### src/rtl/motor_pkg.sv
// Shared motor-drive types and helpers.
// Used by the PWM driver and the PWM demodulator.
package motor_pkg;

    localparam int BITS_DEF = 12;

    typedef enum logic [1:0] {
        UNK,
        POS,
        NEG
    } sign_t;

    function automatic int sat_s(input int v, input int bits);
        int hi;
        int lo;
        hi = (1 << (bits - 1)) - 1;
        lo = -(1 << (bits - 1));
        if (v > hi) return hi;
        if (v < lo) return lo;
        return v;
    endfunction

endpackage

### src/rtl/pwm_demod_if.sv
// Pin-side and result bundle of the PWM demodulator.
// master drives the bridge lines, slave is the demodulator.
interface pwm_demod_if
    import motor_pkg::*;
#(
    parameter int BITS = BITS_DEF
);

    logic                   EN;
    logic                   OUT1;
    logic                   OUT2;
    logic                   CLR_FAULT;
    logic signed [BITS-1:0] DUTY;
    logic                   DUTY_VALID;
    logic [15:0]            PERIOD;
    logic                   PERIOD_VALID;
    logic                   SHOOT_THROUGH;

    modport master (
        output EN,
        output OUT1,
        output OUT2,
        output CLR_FAULT,
        input  DUTY,
        input  DUTY_VALID,
        input  PERIOD,
        input  PERIOD_VALID,
        input  SHOOT_THROUGH
    );

    modport slave (
        input  EN,
        input  OUT1,
        input  OUT2,
        input  CLR_FAULT,
        output DUTY,
        output DUTY_VALID,
        output PERIOD,
        output PERIOD_VALID,
        output SHOOT_THROUGH
    );

endinterface

### src/rtl/pwm_duty_window.sv
// Registers the bridge lines and integrates a signed duty per window.
// The close value is shifted/saturated one cycle after the window ends.
module pwm_duty_window
    import motor_pkg::*;
#(
    parameter int BITS   = BITS_DEF,
    parameter int WINDOW = 8192
) (
    input  logic                   CLK,
    input  logic                   RESET_N,
    input  logic                   en,
    input  logic                   out1,
    input  logic                   out2,
    output logic                   en_r,
    output logic                   a_r,
    output logic                   b_r,
    output logic                   close_v,
    output logic signed [BITS-1:0] duty_nxt,
    output logic signed [BITS-1:0] duty,
    output logic                   duty_valid
);

    localparam int LW = $clog2(WINDOW);
    localparam int AW = LW + 2;
    localparam int SH = LW - BITS + 1;
    localparam logic signed [AW-1:0] ONE = 1;

    logic [LW-1:0]          wcnt;
    logic signed [AW-1:0]   acc;
    logic signed [AW-1:0]   acc_n;
    logic signed [AW-1:0]   acc_f;
    logic signed [AW-1:0]   acc_s;
    logic                   close_r;

    // fault cycles (both lines high) fall through and add nothing
    always_comb begin
        acc_n = acc;
        if (a_r & ~b_r)
            acc_n = acc + ONE;
        else if (b_r & ~a_r)
            acc_n = acc - ONE;
    end

    always_comb begin
        acc_s    = acc_f >>> SH;
        duty_nxt = BITS'(sat_s(int'(acc_s), BITS));
        close_v  = close_r & en_r;
    end

    always_ff @(posedge CLK or negedge RESET_N) begin
        if (!RESET_N) begin
            en_r       <= 1'b0;
            a_r        <= 1'b0;
            b_r        <= 1'b0;
            wcnt       <= '0;
            acc        <= '0;
            acc_f      <= '0;
            close_r    <= 1'b0;
            duty       <= '0;
            duty_valid <= 1'b0;
        end else begin
            en_r       <= en;
            a_r        <= out1;
            b_r        <= out2;
            close_r    <= 1'b0;
            duty_valid <= close_v;
            if (close_v)
                duty <= duty_nxt;
            if (!en_r) begin
                wcnt <= '0;
                acc  <= '0;
            end else if (&wcnt) begin
                wcnt    <= '0;
                acc     <= '0;
                acc_f   <= acc_n;
                close_r <= 1'b1;
            end else begin
                wcnt <= wcnt + LW'(1);
                acc  <= acc_n;
            end
        end
    end

endmodule

### src/rtl/pwm_demod.sv
// PWM demodulator: windowed duty, sign tracking, period and fault.
// Decisions use the duty being registered so strobes coincide.
module pwm_demod
    import motor_pkg::*;
#(
    parameter int BITS   = BITS_DEF,
    parameter int WINDOW = 8192,
    parameter int HYST   = 64
) (
    input  logic      CLK,
    input  logic      RESET_N,
    pwm_demod_if.slave bus
);

    localparam logic signed [BITS-1:0] HP = BITS'(HYST);
    localparam logic signed [BITS-1:0] HN = -HP;

    logic                   en_r;
    logic                   a_r;
    logic                   b_r;
    logic                   close_v;
    logic signed [BITS-1:0] duty_nxt;
    logic signed [BITS-1:0] duty;
    logic                   duty_valid;

    sign_t                  state;
    logic [15:0]            win_ctr;
    logic                   armed;
    logic [15:0]            period;
    logic                   period_valid;
    logic                   shoot;

    logic                   pos_in;
    logic                   neg_in;
    logic                   rise;
    logic                   ctr_sat;

    pwm_duty_window #(
        .BITS   (BITS),
        .WINDOW (WINDOW)
    ) u_win (
        .CLK        (CLK),
        .RESET_N    (RESET_N),
        .en         (bus.EN),
        .out1       (bus.OUT1),
        .out2       (bus.OUT2),
        .en_r       (en_r),
        .a_r        (a_r),
        .b_r        (b_r),
        .close_v    (close_v),
        .duty_nxt   (duty_nxt),
        .duty       (duty),
        .duty_valid (duty_valid)
    );

    always_comb begin
        pos_in  = duty_nxt >= HP;
        neg_in  = duty_nxt <= HN;
        rise    = (state == NEG) && pos_in;
        ctr_sat = &win_ctr;
    end

    always_ff @(posedge CLK or negedge RESET_N) begin
        if (!RESET_N) begin
            state        <= UNK;
            win_ctr      <= '0;
            armed        <= 1'b0;
            period       <= '0;
            period_valid <= 1'b0;
            shoot        <= 1'b0;
        end else begin
            period_valid <= 1'b0;
            if (en_r & a_r & b_r)
                shoot <= 1'b1;
            else if (bus.CLR_FAULT)
                shoot <= 1'b0;
            if (!en_r) begin
                state   <= UNK;
                armed   <= 1'b0;
                win_ctr <= '0;
            end else if (close_v) begin
                // above +HYST always lands in POS, below -HYST in NEG
                if (pos_in)
                    state <= POS;
                else if (neg_in)
                    state <= NEG;
                unique case (1'b1)
                    rise: begin
                        if (armed && !ctr_sat) begin
                            period       <= win_ctr + 16'd1;
                            period_valid <= 1'b1;
                        end
                        win_ctr <= '0;
                        armed   <= 1'b1;
                    end
                    (!rise && !ctr_sat): win_ctr <= win_ctr + 16'd1;
                    default: ;
                endcase
            end
        end
    end

    assign bus.DUTY          = duty;
    assign bus.DUTY_VALID    = duty_valid;
    assign bus.PERIOD        = period;
    assign bus.PERIOD_VALID  = period_valid;
    assign bus.SHOOT_THROUGH = shoot;

endmodule

### src/flat_wrapper.sv
// flat-port wrapper written by rule: the top's interface ports become plain ports
module pwm_demod_flat import motor_pkg::*;
#(
    parameter int BITS   = BITS_DEF,
    parameter int WINDOW = 8192,
    parameter int HYST   = 64
)
  (CLK, RESET_N, bus_EN, bus_OUT1, bus_OUT2, bus_CLR_FAULT, bus_DUTY, bus_DUTY_VALID, bus_PERIOD, bus_PERIOD_VALID, bus_SHOOT_THROUGH);
  pwm_demod_if #(.BITS(BITS)) bus_i ();
  input  logic CLK;
  input  logic RESET_N;
  input wire logic [$bits(bus_i.EN)-1:0] bus_EN;
  input wire logic [$bits(bus_i.OUT1)-1:0] bus_OUT1;
  input wire logic [$bits(bus_i.OUT2)-1:0] bus_OUT2;
  input wire logic [$bits(bus_i.CLR_FAULT)-1:0] bus_CLR_FAULT;
  output wire logic [$bits(bus_i.DUTY)-1:0] bus_DUTY;
  output wire logic [$bits(bus_i.DUTY_VALID)-1:0] bus_DUTY_VALID;
  output wire logic [$bits(bus_i.PERIOD)-1:0] bus_PERIOD;
  output wire logic [$bits(bus_i.PERIOD_VALID)-1:0] bus_PERIOD_VALID;
  output wire logic [$bits(bus_i.SHOOT_THROUGH)-1:0] bus_SHOOT_THROUGH;
  assign bus_i.EN = bus_EN;
  assign bus_i.OUT1 = bus_OUT1;
  assign bus_i.OUT2 = bus_OUT2;
  assign bus_i.CLR_FAULT = bus_CLR_FAULT;
  assign bus_DUTY = bus_i.DUTY;
  assign bus_DUTY_VALID = bus_i.DUTY_VALID;
  assign bus_PERIOD = bus_i.PERIOD;
  assign bus_PERIOD_VALID = bus_i.PERIOD_VALID;
  assign bus_SHOOT_THROUGH = bus_i.SHOOT_THROUGH;
  pwm_demod #(.BITS(BITS), .WINDOW(WINDOW), .HYST(HYST)) u_core (.CLK(CLK), .RESET_N(RESET_N), .bus(bus_i));
endmodule
### config.mk
export PLATFORM = sky130hd
export DESIGN_NAME = pwm_demod_flat
export DESIGN_NICKNAME = d
export VERILOG_FILES = /design/src/rtl/motor_pkg.sv /design/src/rtl/pwm_demod_if.sv /design/src/rtl/pwm_duty_window.sv /design/src/rtl/pwm_demod.sv /design/src/flat_wrapper.sv
export SDC_FILE = /design/constraint.sdc
export NUM_CORES = 1
export LEC_CHECK = 0
export CAP_MARGIN = 25
export CORE_MARGIN = 4
export CORE_UTILIZATION = 53
export CTS_CLUSTER_DIAMETER = 150
export DETAILED_ROUTE_END_ITERATION = 10
export GPL_ROUTABILITY_DRIVEN = 0
export PLACE_DENSITY = 0.78
export SLEW_MARGIN = 20
export SYNTH_ARGS = -nofsm -noshare
export SYNTH_HDL_FRONTEND = slang
export SYNTH_SLANG_ARGS = --single-unit
### constraint.sdc
create_clock -name CLK -period 2.2 [get_ports CLK]
set_input_delay 0.33 -clock CLK [delete_from_list [all_inputs] [get_ports CLK]]
set_output_delay 0.33 -clock CLK [all_outputs]
set_load 0.1 [all_outputs]
; Word level (Yosys, flattened, before mapping)
; Cells that the tools add are included.
[op_classes]
addsub = 4
multipliers = 0
n_div = 0
magnitude_cmp = 4
eq_ne = 5
shift = 0
mux = 31
n_bitwise = 7
reduce_logical = 13
[op_table]
columns = operator, n
row1 = 2-to-1 mux 15 bit, 4
row2 = 2-to-1 mux 12 bit, 3
row3 = 2-to-1 mux 16 bit, 2
row4 = case mux 16 bit (2 select lines), 1
row5 = 2-to-1 mux 13 bit, 2
row6 = "adder 16 x 1 -> 16 bit, second input constant", 1
row7 = AND reduction 16 bit, 1
row8 = "adder 15 x 2 -> 15 bit, second input constant", 1
row9 = "subtractor 15 x 2 -> 15 bit, second input constant", 1
row10 = 2-to-1 mux 1 bit, 14
row11 = AND reduction 14 bit, 1
row12 = "adder 13 x 1 -> 13 bit, second input constant", 1
row13 = "> comparator 13 x 12 -> 1 bit, second input constant", 1
row14 = "< comparator 13 x 12 -> 1 bit, second input constant", 1
row15 = AND reduction 13 bit, 1
row16 = "greater-or-equal comparator 12 x 8 -> 1 bit, second input constant", 1
row17 = "<= comparator 12 x 7 -> 1 bit, second input constant", 1
row18 = 2-to-1 mux 11 bit, 1
row19 = 2-to-1 mux 2 bit, 4
row20 = "!= test 3 x 1 -> 1 bit, second input constant", 2
row21 = AND reduction 2 bit, 3
row22 = AND 1 bit, 5
row23 = "!= test 2 x 1 -> 1 bit, second input constant", 2
row24 = AND reduction 4 bit, 1
row25 = 5 further kinds, 9
[totals]
regBits = 97
latch_bits = 0
mem_bits_rw = 0
rom_bits = 0
word_cells = 79
mem_count = 0

; Depth between registers and ports, before layout
[logic_depth]
word_depth = 12
mapped_depth = 9
depth_no_buf = 7

; Hierarchy
; Synthesis repeated with hierarchy kept, for this count alone.
[unflattened]
cells_unflattened = 477
area_unflattened_um2 = 4712.0
[modules_own_cells]
columns = module, instances, cells_each, area_each_um2
row1 = pwm_duty_window, 1, 268, 2797.7
row2 = pwm_demod, 1, 209, 1914.3

; Least setup slack after synthesis
; Ideal clock, no wire load.
[synth_timing]
path_kind = register -> register
startpoint = reg u_core.win_ctr[0]
endpoint = reg u_core.period[1] (netlist: u_core.bus.PERIOD[1])
setup_ns = 0.128
arrival_ns = 2.021
required_ns = 2.072
path_slack_ns = 0.050
stages_incl_launch_ff = 8
n_path_buf = 2
period_less_slack_ns = 2.150
cell_sequence = dfrtp_1 > ha_1 > nand2_1 > or4_4 > buf_6 > o2111ai_2 > buf_6 > mux2_1
[synth_via]
elab_chain_cells = 4
[synth_lines]
columns = element, line_no
row1 = "start, declared", pwm_demod.sv:27  ; logic [15:0] win_ctr;
row2 = "start signal, assigned", pwm_demod.sv:96  ; (!rise && !ctr_sat): win_ctr <= win_ctr + 16'd1;
row3 = "parallel branches: the longest is 4 deep, another holds adder 16 x 1 -> 16 bit", n/a
row4 = "end signal, assigned", pwm_demod.sv:90  ; period <= win_ctr + 16'd1;
row5 = "end, declared", pwm_demod.sv:29  ; logic [15:0] period;
; Parallel ways; which one is timed is not known.
; A chain may end at the register's enable or synchronous reset.

; Worst setup path after layout
[layout_timing]
startpoint = reg u_core.win_ctr[0]
endpoint = reg u_core.win_ctr[3]
[layout_via]
elab_chain_cells = 6
[layout_lines]
columns = element
row1 = "parallel branches: the longest is 6 deep, another holds adder 16 x 1 -> 16 bit"
; Parallel ways; which one is timed is not known. The select of a mux whose other input is x is not followed.

==> results.md <==
* Flip-flop and latch area at 0.00238 mm2
* F_max at 474 MHz
* Worst Setup Path Type: reg -> reg
* Status: completed
* Synth warnings at 0
* Total power at 0.00329 W
* Synth Instances at 482
* # port buffers at 36
* DRC errors left at 0
* GRT overflow at 0
* Worst Skew at 0.0154 ns
* Worst VDD drop at 294 uV
* H-Tree Level Count at 3
* Worst R2R Setup Slack at 0.09 ns
* Total GRT Usage at 0.191
* DR vias at 3638
* FILL cells at 720
* Ys flop type: dfrtp_1
* Longest Clk Path Bufs at 2
* Reg-to-Reg End: u_core.win_ctr[3]
* Antenna-violating nets left at 0
* Root Driver: clkbuf_8
* Antenna violations before repair at 0
* Crit path time final at 2.11 ns
* Crit-path cells: ha_2, nand2_1, or4_4, buf_4, nor2_2, o211ai_1, a31oi_1
* Seq/Total Area, Yosys at 0.507
* Post-synthesis cell type count at 63
* Mapped cell area at 0.00469 mm2
* Placed inst area at 0.00520 mm2
* Routed WL at 9420 um
* Critical path endpoint category: register
* Worst hold slack at 0.382 ns
* CTS Buf Count at 9
* Crit start category: register
* CTS tree: yes
* First drt pass iteration count at 4
* RR Startpoint: u_core.win_ctr[0]
* Slew Limit Headroom at 0.602
* Synth-to-Final Area Change at 16.3%
* DR WL/cell at 14.5 um
* Avg Inst Size Synth at 9.72 um2
* Setup Viol. Count Final at 0
* Die Area at 0.0104 mm2
* Die Wd at 102 um
* IO Pins at 37
* Slowest cell on the critical path: or4_4
* Placement row count at 34
* Hold Crit Class: in -> async
* Vias in the first global route at 3494
* N_diodes at 0
* Static Leak at 2.47 nW
* Final instance area at 0.00545 mm2
* Post-synth EDFFs at 0
* Slew @ Worst Pin at 0.592 ns
* CP required at 2.48 ns
* Initial cell density of the core at 0.540
* CP max stage delay at 0.48 ns
* Nets at 545
* Commonest cells after routing, fill and taps aside: dfrtp_1 (94), nand2_1 (65), buf_4 (58)
* Via density at 5.61
* Worst endpoint data arrival time at 2.39 ns
* Post-Syn Nets at 492
* Clock transition at the registers of the reported paths at 0.10 ns
* CTS Sinks at 95
* Fraction of layout cells with a size suffix above 1 at 0.191
* Crit Path Max Fanout at 7
* Max Cap Viol at 0
* Worst-Skew Late Latency at 0.36 ns
* Worst Reg2Reg Path Length in Cells at 7
* Asr flop ratio synth at 1.00
* Final hold vios at 0
* First-pass GRT wire length at 16100 um
* Commonest non-fill, non-tap cell in the layout: dfrtp_1
* Final Max Slew Viols at 0
* P per Cell Area at 603 mW/mm2
* Final period utilization at 0.960
* Largest net degree at the start of global routing at 37
* Setup_tns at 0 ns
* Core area at 0.00868 mm2
* Drt initial violations at 158
* Synthesized flop and latch total at 95
* Die H at 102 um
* Multi-input combinational cell area at 0.00218 mm2
* Post-DP HPWL at 6760 um
flip-flops by register name, summed over array words and instances, names as in the netlist:
signal / count
u_core.u_win.b_r: 1
u_core.u_win.en_r: 1
u_core.armed: 1
u_core.u_win.a_r: 1
u_core.u_win.acc_f: 13
u_core.bus.PERIOD_VALID: 1
u_core.bus.SHOOT_THROUGH: 1
u_core.u_win.acc: 15
u_core.u_win.wcnt: 13
u_core.u_win.duty_valid: 1
u_core.u_win.close_r: 1
u_core.win_ctr: 16
u_core.u_win.duty: 12
u_core.bus.PERIOD: 16
u_core.state: 2
report_power, final:
part,internal [W],total [W],switching [W]
Clock,0.000540,0.00117,0.000629
Sequential,0.00178,0.00184,0.0000583
Combinational,0.000113,0.000278,0.000164
worst max-delay path: cells and delay by family (launching register included):
kind	cells	cell delay (ns)
simple gates	3	0.85
flops	1	0.43
compound gates	2	0.35
fa+ha+maj	1	0.22
buf+inv	1	0.19
how the worst max path moves through the flow:
stage	from	endpoint	slack, ns	cells past startpoint
detailed placement	u_core.win_ctr[0]	u_core.win_ctr[2]	0.05	7
finish	u_core.win_ctr[0]	u_core.win_ctr[3]	0.09	7
floorplan	u_core.win_ctr[0]	u_core.bus.PERIOD[1]	0.05	7
global route	u_core.win_ctr[0]	u_core.win_ctr[3]	-0.04	7
global placement	u_core.win_ctr[0]	u_core.win_ctr[2]	0.11	7
CTS	u_core.win_ctr[0]	u_core.win_ctr[2]	0.02	7
what timing repair did:
action | 4_1_cts | 5_1_grt
endpoints found under the setup margin | 0 | 22
resized for setup | 0 | 7
endpoints found under the hold margin | 18 | 0
hold buffers | 1 | 0
setup buffers | 0 | 1
cell families (layout without fill, tap and decap cells):
group,after synthesis,after routing,share of synthesized area
AND/OR/NAND/NOR,201,201,0.211
AO/OA/AOI/OAI,109,109,0.162
flip-flops,95,95,0.507
XOR/XNOR,36,36,0.0673
buffers and inverters,33,91,0.0326
adder cells (fa/ha/maj),4,4,0.0107
multiplexers,4,4,0.00908
metrics by stage:
stage	cells	util	setup slack, ns
after floorplan	482	-	0.0501
after global placement	630	0.599	0.114
after detailed placement	630	0.599	0.0480
after CTS	647	0.624	0.0168
after global routing	648	0.628	-0.0434
final	648	0.628	0.0883
layer usage:
metal / up-vias / part of all wire / track usage
met1: 1748 / 0.47 / 0.263
met4: 0 / 0.015 / 0.0525
li1: 1808 / - / -
met3: 14 / 0.041 / 0.0362
met5: - / 0 / 0
met2: 68 / 0.47 / 0.313
synthesized netlist by cell type, types with 10 or more instances:
master | instances | share of area
xor2_1 | 19 | 0.036
clkbuf_1 | 17 | 0.014
nand2_1 | 65 | 0.052
nand3_1 | 22 | 0.023
dfrtp_1 | 95 | 0.51
nor3_1 | 10 | 0.011
xnor2_1 | 17 | 0.032
o21ai_0 | 35 | 0.037
a211oi_1 | 10 | 0.016
inv_1 | 10 | 0.0080
nor2_1 | 43 | 0.034
cell type report:
| cell class | count | share of cell area |
|---|---|---|
| clock inverter | 7 | 0.0142 |
| multi-input combinational | 354 | 0.400 |
| tap | 108 | 0.0248 |
| timing repair buffer | 65 | 0.0948 |
| clock buffer | 9 | 0.0227 |
| inverter | 10 | 0.00689 |
| sequential | 95 | 0.436 |
Note: power is estimated with default switching activity, not from simulation.
